File: config.mk
export PLATFORM = sky130hd
export DESIGN_NAME = ksa
export DESIGN_NICKNAME = d
export VERILOG_FILES = /design/src/rtl/ksa.sv
export SDC_FILE = /design/constraint.sdc
export NUM_CORES = 1
export LEC_CHECK = 0
export ABC_AREA = 1
export CELL_PAD_IN_SITES_DETAIL_PLACEMENT = 1
export CELL_PAD_IN_SITES_GLOBAL_PLACEMENT = 2
export CORE_AREA = 5 5 107 109
export CTS_BUF_LIST = sky130_fd_sc_hd__clkbuf_4 sky130_fd_sc_hd__clkbuf_8
export DETAILED_ROUTE_END_ITERATION = 8
export DIE_AREA = 0 0 112 114
export PLACE_DENSITY_LB_ADDON = 0.05
export SLEW_MARGIN = 5
export SYNTH_ARGS = -nofsm -noshare
export SYNTH_HDL_FRONTEND = slang
export SYNTH_SLANG_ARGS = --single-unit
File: constraint.sdc
create_clock -name clk -period 3 [get_ports clk]
set_input_delay 0.45 -clock clk [delete_from_list [all_inputs] [get_ports clk]]
set_output_delay 0.45 -clock clk [all_outputs]
set_load 0.01 [all_outputs]
File: src/rtl/ksa.sv
// RC4 key-scheduling stage: permutes the shared 256x8 S memory in place with a
// 24-bit key, six cycles per index (read i, latch, read j, latch, write i, write j).
module ksa (
    input  logic        clk,
    input  logic        rst,
    input  logic        en,
    output logic        rdy,
    input  logic [23:0] key,
    output logic [7:0]  addr,
    input  logic [7:0]  rddata,
    output logic [7:0]  wrdata,
    output logic        wren
);

    typedef enum logic [2:0] {
        IDLE,
        READ_I,
        LATCH_I,
        READ_J,
        LATCH_J,
        WRITE_I,
        WRITE_J,
        DONE
    } state_t;

    state_t      state, state_nxt;
    logic [7:0]  i, j, si, sj;
    logic [23:0] k;
    logic [1:0]  kidx;
    logic [7:0]  keybyte;

    always_comb begin
        case (kidx)
            2'd0:    keybyte = k[23:16];
            2'd1:    keybyte = k[15:8];
            default: keybyte = k[7:0];
        endcase
    end

    always_ff @(posedge clk or posedge rst) begin
        if (rst) begin
            state <= IDLE;
        end else begin
            state <= state_nxt;
        end
    end

    always_ff @(posedge clk or posedge rst) begin
        if (rst) begin
            i    <= '0;
            j    <= '0;
            si   <= '0;
            sj   <= '0;
            k    <= '0;
            kidx <= '0;
        end else begin
            case (state)
                IDLE: begin
                    if (en) begin
                        k    <= key;
                        i    <= '0;
                        j    <= '0;
                        kidx <= '0;
                    end
                end
                LATCH_I: begin
                    si <= rddata;
                    j  <= j + rddata + keybyte;
                end
                LATCH_J: begin
                    sj <= rddata;
                end
                WRITE_J: begin
                    // i stops at 255 so a completed run never wraps the index
                    if (i != 8'hFF) begin
                        i    <= i + 8'd1;
                        kidx <= (kidx == 2'd2) ? 2'd0 : kidx + 2'd1;
                    end
                end
                default: ;
            endcase
        end
    end

    always_comb begin
        state_nxt = state;
        rdy       = 1'b0;
        addr      = '0;
        wrdata    = '0;
        wren      = 1'b0;
        case (state)
            IDLE: begin
                rdy = 1'b1;
                if (en) state_nxt = READ_I;
            end
            READ_I: begin
                addr      = i;
                state_nxt = LATCH_I;
            end
            LATCH_I: begin
                state_nxt = READ_J;
            end
            READ_J: begin
                addr      = j;
                state_nxt = LATCH_J;
            end
            LATCH_J: begin
                state_nxt = WRITE_I;
            end
            WRITE_I: begin
                addr      = i;
                wrdata    = sj;
                wren      = 1'b1;
                state_nxt = WRITE_J;
            end
            WRITE_J: begin
                addr      = j;
                wrdata    = si;
                wren      = 1'b1;
                state_nxt = (i == 8'hFF) ? DONE : READ_I;
            end
            DONE: begin
                state_nxt = IDLE;
            end
            default: state_nxt = IDLE;
        endcase
    end

endmodule

==> results of run 1 <==
cells by family (layout without fill, tap and decap cells):
family	after synthesis	in the layout
XOR/XNOR	4	4
adder cells (fa/ha/maj)	15	15
flip-flops	61	61
AND/OR/NAND/NOR	203	203
AO/OA/AOI/OAI	60	60
buffers and inverters	64	127
area by class of cell:
class,count,area share
multi-input combinational,282,0.359
inverter,54,0.0489
sequential,61,0.368
timing repair buffer,58,0.136
tap,140,0.0423
clock buffer,14,0.0435
clock inverter,1,0.00121
registers in the layout, summed over array words and instances (netlist names):
| register | cells |
|---|---|
| si | 8 |
| i | 8 |
| state | 3 |
| kidx | 2 |
| sj | 8 |
| j | 8 |
| k | 24 |
how the worst max path moves through the flow:
stage	slack, ns	cells after the start	endpoint
after floorplan	0.53	16	j[7]
after global placement	0.28	11	j[7]
after detailed placement	0.17	15	j[7]
after CTS	0.17	15	j[7]
after global routing	0.02	15	j[7]
final	0.20	15	j[7]
cell usage in the layout, fill, tap and decap left out:
cell                              count
sky130_fd_sc_hd__a21oi_1              5
sky130_fd_sc_hd__a21oi_2              1
sky130_fd_sc_hd__a22o_1               8
sky130_fd_sc_hd__a31oi_1              1
sky130_fd_sc_hd__buf_4                6
sky130_fd_sc_hd__clkbuf_4             2
sky130_fd_sc_hd__clkbuf_8            12
sky130_fd_sc_hd__clkdlybuf4s50_1     52
sky130_fd_sc_hd__clkinv_2             1
sky130_fd_sc_hd__dfrtp_1             61
sky130_fd_sc_hd__fa_1                 8
sky130_fd_sc_hd__ha_1                 7
sky130_fd_sc_hd__inv_1               51
sky130_fd_sc_hd__inv_2                3
sky130_fd_sc_hd__nand2_1            155
sky130_fd_sc_hd__nand2_2              3
sky130_fd_sc_hd__nand3_1             25
sky130_fd_sc_hd__nand3b_1             1
sky130_fd_sc_hd__nand4_1              3
sky130_fd_sc_hd__nor2_1               6
sky130_fd_sc_hd__nor2_2               2
sky130_fd_sc_hd__nor3_1               4
sky130_fd_sc_hd__nor3_2               1
sky130_fd_sc_hd__nor3_4               1
sky130_fd_sc_hd__o211ai_1             1
sky130_fd_sc_hd__o21ai_0             26
sky130_fd_sc_hd__o21ai_1              3
sky130_fd_sc_hd__o221ai_1             1
sky130_fd_sc_hd__o22ai_1             13
sky130_fd_sc_hd__o31ai_1              1
sky130_fd_sc_hd__or2_2                2
sky130_fd_sc_hd__xnor2_1              1
sky130_fd_sc_hd__xor2_1               3
routing by layer:
metal | GRT usage | share of wire
met5 | 0 | 0
met4 | 0.0457 | 0.011
met3 | 0.0265 | 0.026
met2 | 0.257 | 0.47
met1 | 0.207 | 0.49
through the flow:
stage | instance area, µm² | power [mW] | worst slack [ns] | instances
2_1_floorplan | 3260 | 3.03 | 0.527 | 407
3_3_place_gp | 3960 | 3.74 | 0.280 | 595
3_5_place_dp | 3960 | 3.80 | 0.170 | 595
4_1_cts | 4140 | 4.55 | 0.170 | 610
5_1_grt | 4140 | 4.92 | 0.0159 | 610
6_report | 4140 | 4.46 | 0.201 | 610
power by group:
group	switching [mW]	internal, mW
Sequential	0.254	1.18
Combinational	1.40	0.924
Clock	0.326	0.381
critical path: stages (launching register included):
cell and delay [ns]:
sky130_fd_sc_hd__dfrtp_1 0.53, sky130_fd_sc_hd__inv_1 0.14, sky130_fd_sc_hd__nand2_1 0.13, sky130_fd_sc_hd__inv_1 0.11
sky130_fd_sc_hd__nand2_1 0.07, sky130_fd_sc_hd__nand3_1 0.09, sky130_fd_sc_hd__fa_1 0.50, sky130_fd_sc_hd__ha_1 0.18
sky130_fd_sc_hd__inv_1 0.06, sky130_fd_sc_hd__fa_1 0.40, sky130_fd_sc_hd__inv_1 0.10, sky130_fd_sc_hd__nand3_1 0.08
sky130_fd_sc_hd__nand3_1 0.09, sky130_fd_sc_hd__nand3_1 0.08, sky130_fd_sc_hd__nand3_1 0.08, sky130_fd_sc_hd__nand2_1 0.05
==> results, run 1 <==
- The flow ran to the end, and the final reports show no timing, DRC or antenna violations.
- From bottom edge to top edge, the die measures about 110 µm.
- Of the total synthesized cell area, the portion taken by XOR and XNOR cells is 0.0107.
- The dominant combinational cell family by area after synthesis is simple AND/OR/NAND/NOR gates.
- The endpoint identified for the worst register-to-register timing path is j[7].
- The critical setup path kind is reg2reg.
- The core area is ~11,000 µm².
- The number of instances on the worst hold path is 2.
- The hold violation count in the final report is 0.
- The number of nets handed over by synthesis was 457.
- The maximum clock skew at final layout is 0.00734 ns.
- The origin of the worst min-delay path is j[6].
- The number of placement rows is 38.
- The portion of synthesized cell area occupied by the leading cell type is 0.468.
- Measured against its own limit, the worst slew margin works out to 0.572.
- Relative to the synthesized area, the layout overhead comes to 27.0%.
- The half-perimeter wire length after detailed placement is between 7000 and 8000 µm.
- The initial antenna violation count is 0.
- The worst voltage drop across the vdd grid is roughly 0.27 mV.
- The routed design could run at a clock period as short as around 2.8 ns.
- The end point of the worst hold path is j[6].
- The maximum clock frequency is between 300 and 400 MHz.
- The share of flip-flops with an asynchronous set or reset is 1.00.
- The first global-routing pass estimated ~16,000 µm of wire.
- TritonCTS built the clock tree.
- The number of cell instances on the worst register-to-register path is 15.
- The count of flip-flops with a built-in enable after synthesis is 0.
- The remaining global-route overflow is 0.
- After detailed routing, the total wire length is ~9000 µm.
- Once the clock tree was built, the setup fixing pass inserted 0 buffers.
- The clock passes through at most 2 buffers.
- The largest net degree at the start of global routing is 31.
- Hold timing on the final database bottoms out at a slack of between 0.4 and 0.5 ns.
- The weighted congestion at the end of routability-driven global placement is roughly 0.8.
- The Yosys step of the flow raised 0 warnings.
- The flip-flop cell with the highest count after synthesis is sky130_fd_sc_hd__dfrtp_1.
- The post-synthesis compound-gate area fraction came to 0.110.
- TritonCTS created 9 clock buffers.
- The number of nets still failing antenna checks after routing is 0.
- In the final layout, the share of cells above drive strength 1 is 0.0723.
- The post-synthesis adder-cell area fraction is 0.0759.
- The sequential cell area fraction in the yosys report is 0.468.
- The total power per unit cell area is ~1100 nW/µm².
- The first-pass iteration count of the detailed router is 4.
- The die boundary width is 112 µm.
- At the end of the flow the core is filled with cells to 0.394.
- The synthesized netlist occupies a cell area of about 3300 µm².
- The most repeated cell in the gate-level netlist after synthesis is sky130_fd_sc_hd__nand2_1.
- The post-detailed-route DRC marker count is 0.
- The leakage component of the power is about 2.0 nW.
- The largest fanout on the critical path is 10.
- The number of buffers added to fix hold violations after cts is 0.
- The reg-to-reg critical path startpoint is kidx[1].
- Of the post-synthesis cell area, the part taken by muxes is 0.
- 53 I/O pins were placed.
- The actual slew at the worst max-slew pin is 0.641 ns.
- The worst-case register-to-register setup slack is approximately 0.20 ns.
- The register area is 1530 µm².
- The clock tree synthesis step divided the H-tree into 3 levels.
- After detailed routing, the number of vias per cell comes to 4.59.
- The max capacitance violation total is 0.
- Summing over every cut layer, the via total after detailed routing is around 2,800.
- Of the available clock period, the critical path in the final layout requires 0.933.
- Post-CTS repair changed the size of 0 cells.
- The cell at the root of the clock tree is sky130_fd_sc_hd__clkbuf_8.
- The worst setup path is captured at a flip-flop.
- After the last flow step, the layout net total stands at just over 500.
- The quantity of I/O buffers inserted on ports is 52.
- The number of global-route vias before repair is 3,043.
- The instance count of the mapped netlist is ~400.
- The fill cell total of the finished layout is 1,278.
- The total routing resource utilization after global routing is 0.154.
- The largest total area in the synthesized netlist belongs to sky130_fd_sc_hd__dfrtp_1.
- For the worst setup path, the data arrival time is around 3 ns.
- After synthesis, the most frequently instantiated cells are sky130_fd_sc_hd__nand2_1, sky130_fd_sc_hd__dfrtp_1, sky130_fd_sc_hd__inv_1.
- The sort of element at the start of the critical path is a flip-flop.
- The initial utilization of the core area, before any placement, comes to 0.311.
- The max-slew violation count is 0.
- Adding up every negative setup slack in the final design gives 0 ns.
- The later pin in the worst-skew pair is clocked with a latency of around 0.34 ns.
- The detail-routed net length per standard cell is ~15 µm.
- For the worst setup path, the data required time is 3.24 ns.
- Tracing the worst setup path back leads to its startpoint at kidx[1].
- The die covers roughly 13,000 µm².
- The footprint of the multi-input gates is between 1000 and 1500 µm².
- The number of distinct library cells after synthesis is 32.
- The number of setup violations in the final report is 0.
- Setup repair after global routing left no endpoint under its margin.
- The synthesized design contains between 60 and 70 register bits.
- The tree built by TritonCTS fans out to 61 sinks.
- The number of inserted diodes is 0.
- The synthesized area divided by synthesized cell count is 8.02 µm².
- After clock tree synthesis, the clock-pin slew on the worst setup and hold paths is around 0.07 ns.
- The number of design-rule violations left by the first detailed-router iteration is 53.
- Ranked by total cell area, the synthesized netlist is headed by sky130_fd_sc_hd__dfrtp_1, sky130_fd_sc_hd__nand2_1, sky130_fd_sc_hd__inv_1, sky130_fd_sc_hd__fa_1, sky130_fd_sc_hd__o21ai_0.
- The tightest min-delay check is of the reg2reg type.
- The synthesized-area fraction occupied by and/or/nand/nor cells is 0.259.
Note: power is estimated with default switching activity, not from simulation.
==> run 2: changes to the inputs <==
--- a/config.mk
+++ b/config.mk
@@ -10,9 +10,10 @@
 export CELL_PAD_IN_SITES_GLOBAL_PLACEMENT = 2
 export CORE_AREA = 5 5 107 109
 export CTS_BUF_LIST = sky130_fd_sc_hd__clkbuf_4 sky130_fd_sc_hd__clkbuf_8
+export CTS_CLUSTER_DIAMETER = 100
 export DETAILED_ROUTE_END_ITERATION = 8
 export DIE_AREA = 0 0 112 114
-export PLACE_DENSITY_LB_ADDON = 0.05
+export PLACE_DENSITY_LB_ADDON = 0.1
 export SLEW_MARGIN = 5
 export SYNTH_ARGS = -nofsm -noshare
 export SYNTH_HDL_FRONTEND = slang
==> results, run 2 (synthesis gave the netlist of run 1 again) <==
- The worst max-slew margin expressed relative to the limit is 0.588 (was 0.572).
- The H-tree level count is 3 (unchanged).
- The total power per unit cell area came to 1080 nW/µm² (about the same).
- The commonest non-fill, non-tap cell in the layout is sky130_fd_sc_hd__nand2_1 (unchanged).
- The cell at the root of the clock tree is sky130_fd_sc_hd__clkbuf_8 (unchanged).
- The number of cells in the finished layout apart from fillers was 610 (unchanged).
- The first-pass iteration count of the detailed router came to 4 (unchanged).
- The largest stage delay on the critical path is 0.50 ns (was 0.53 ns).
- The most repeated library cell on the critical path is sky130_fd_sc_hd__nand3_1 (unchanged).
- The wire length of the first global-routing pass was 15,500 µm (was 15,600 µm).
- The area growth from synthesis to final layout is 28.1% (was 27.0%).
- The weighted congestion at the end of routability-driven global placement was 0.810 (was 0.789).
- The class of the most critical hold timing path is in2async (was reg2reg).
- The post-detailed-route DRC marker count came to 0 (unchanged).
- The clock transition at the register clock pins on the worst setup and hold paths after CTS is 0.07 ns (about the same).
- The die boundary width was 112 µm (unchanged).
- The max capacitance violation total was 0 (unchanged).
- The maximum clock insertion buffer count is 2 (unchanged).
- The post-placement cell count was 594 (was 595).
- The maximum clock skew at final layout came to 0.0102 ns (was 0.00734 ns).
- The total CTS buffers came to 9 (unchanged).
- The leakage component of the power is 2.05 nW (was 2.04 nW).
- The worst-path cell with the longest stage delay is sky130_fd_sc_hd__fa_1 (was sky130_fd_sc_hd__dfrtp_1).
- The nature of the critical path endpoint is a flip-flop (unchanged).
- The register with the most flip-flops is k (unchanged).
- The period utilization came to 0.902 (was 0.933).
- The I/O pin count is 53 (unchanged).
- The layout cell share with drive strength beyond 1 is 0.0745 (was 0.0723).
- The sort of element at the start of the critical path is a flip-flop (unchanged).
- The core area is 10,500 µm² (unchanged).
- The total negative slack was 0 ns (unchanged).
- The quantity of I/O buffers inserted on ports is 52 (unchanged).
- The clock tree from TritonCTS was built (unchanged).
- The number of inserted diodes is 0 (unchanged).
- Commonest cells after routing, fill and taps aside: sky130_fd_sc_hd__nand2_1, sky130_fd_sc_hd__dfrtp_1, sky130_fd_sc_hd__clkdlybuf4s50_1, sky130_fd_sc_hd__inv_1, sky130_fd_sc_hd__o21ai_0 (unchanged).
- The clock period minus worst slack is 2.71 ns (was 2.80 ns).
- The data arrival time of the critical path came to 2.93 ns (was 3.04 ns).
- The largest net degree at the start of global routing is 62 (was 31).
- The number of design-rule violations left by the first detailed-router iteration came to 66 (was 53).
- The maximum clock frequency is 370 MHz (was 357 MHz).
- The via-per-instance ratio is 4.64 (was 4.59).
- The buffer count from post-CTS setup fixing came to 0 (unchanged).
- The total routing resource utilization after global routing is 0.152 (was 0.154).
- The number of global-route vias before repair is 3,082 (was 3,043).
- The number of buffers added to fix hold violations after cts came to 0 (unchanged).
- The hold violation count in the final report is 0 (unchanged).
- The half-perimeter wire length after detailed placement was 6980 µm (was 7100 µm).
- The initial antenna violation count is 0 (unchanged).
- The number of setup violations in the final report is 0 (unchanged).
- The die outline height is 114 µm (unchanged).
- The number of nets still failing antenna checks after routing came to 0 (unchanged).
- The effective utilization at floorplan is 0.311 (unchanged).
- The detail-routed net length per standard cell came to 14.8 µm (was 15.0 µm).
- The final wirelength is 9060 µm (was 9140 µm).
- The remaining global-route overflow is 0 (unchanged).
- Setup repair after global routing missed its margin: false (unchanged).
- The actual slew at the worst max-slew pin is 0.616 ns (was 0.641 ns).
- The flip-flop count of the largest register, all copies and words added is 24 (unchanged).
- The number of nets in the final layout came to 515 (was 516).
- The max-slew violation count is 0 (unchanged).
- The number of placement rows is 38 (unchanged).
- The largest fanout on the critical path came to 10 (unchanged).
- Result of the run: finished clean (unchanged).
- The die outline area is 12,800 µm² (unchanged).
- The total number of vias is 2,829 (was 2,799).
- The required time at the worst-slack endpoint is 3.23 ns (was 3.24 ns).
- Worst-path cell chain: inv_1, nand2_1, inv_1, nand2_1, nand3_1, fa_1, ha_1, inv_1, fa_1, inv_1, nand3_1, nand3_1, nand3_1, nand3_1, nand2_1 (unchanged).
- The critical setup path kind is reg2reg (unchanged).
- The worst voltage drop across the vdd grid was 0.264 mV (was 0.268 mV).
- The number of sinks driven by the clock tree is 61 (unchanged).
- The insertion delay of the later-clocked pin in the worst-skew pair is 0.34 ns (about the same).
[run 2: layout make-up]
class / count / area (µm²)
flip-flops and latches: 61 / 1530
repair buffers: 57 / 571
multi-input cells: 282 / 1490
fillers: 1285 / 6330
clock inverters: 4 / 45.0
inverters: 54 / 203
well taps: 140 / 175
clock buffers: 12 / 165
[run 2: per-stage QoR]
stage	hold slack, ns	util	cell area, µm²	power [mW]	setup WS, ns
floorplan	0.449	-	3260	3.03	0.527
global placement	0.465	0.377	3960	3.74	0.285
detailed placement	0.473	0.377	3960	3.80	0.218
CTS	0.491	0.397	4170	4.59	0.167
global route	0.515	0.398	4180	5.00	0.0218
finish	0.474	0.398	4180	4.52	0.294
[run 2: path summary, 6_finish.rpt]
path	slack, ns	start	endpoint	depth (start not counted)
worst max register to register	0.29	kidx[1]	j[7]	15
worst min register to register	0.49	k[0]	k[0]	2
worst min-delay path	0.47	rst	i[7]	3
max in group asynchronous	2.22	rst	sj[4]	3
min in group clk	0.49	k[0]	k[0]	2
worst max-delay path	0.29	kidx[1]	j[7]	15
[run 2: worst max-delay path: cells and delay by family (launching register included)]
family | cells | cell delay (ns)
flops | 1 | 0.45
fa+ha+maj | 3 | 1.12
buf+inv | 4 | 0.38
simple gates | 8 | 0.64
[run 2: where the power goes]
part,leakage [nW],switching (mW),total [mW],internal (mW)
sequential,0.771,0.248,1.43,1.18
combinational,1.17,1.39,2.32,0.928
clock,0.112,0.327,0.774,0.448
total,2.05,1.96,4.52,2.56
[run 2: routing by layer]
| metal | track usage | wire [µm] | up-vias | share of wire |
|---|---|---|---|---|
| li1 | - | - | 1425 | - |
| met5 | 0 | 0 | - | 0 |
| met2 | 0.255 | 4250 | 52 | 0.47 |
| met1 | 0.196 | 4310 | 1339 | 0.48 |
| met4 | 0.0553 | 220 | 0 | 0.024 |
| met3 | 0.0324 | 272 | 13 | 0.030 |
[run 2: timing repair]
item                                   in CTS  in global routing
endpoints found under the hold margin       0                  0
setup endpoints to repair                   0                  7
gates resized for setup                     0                  2
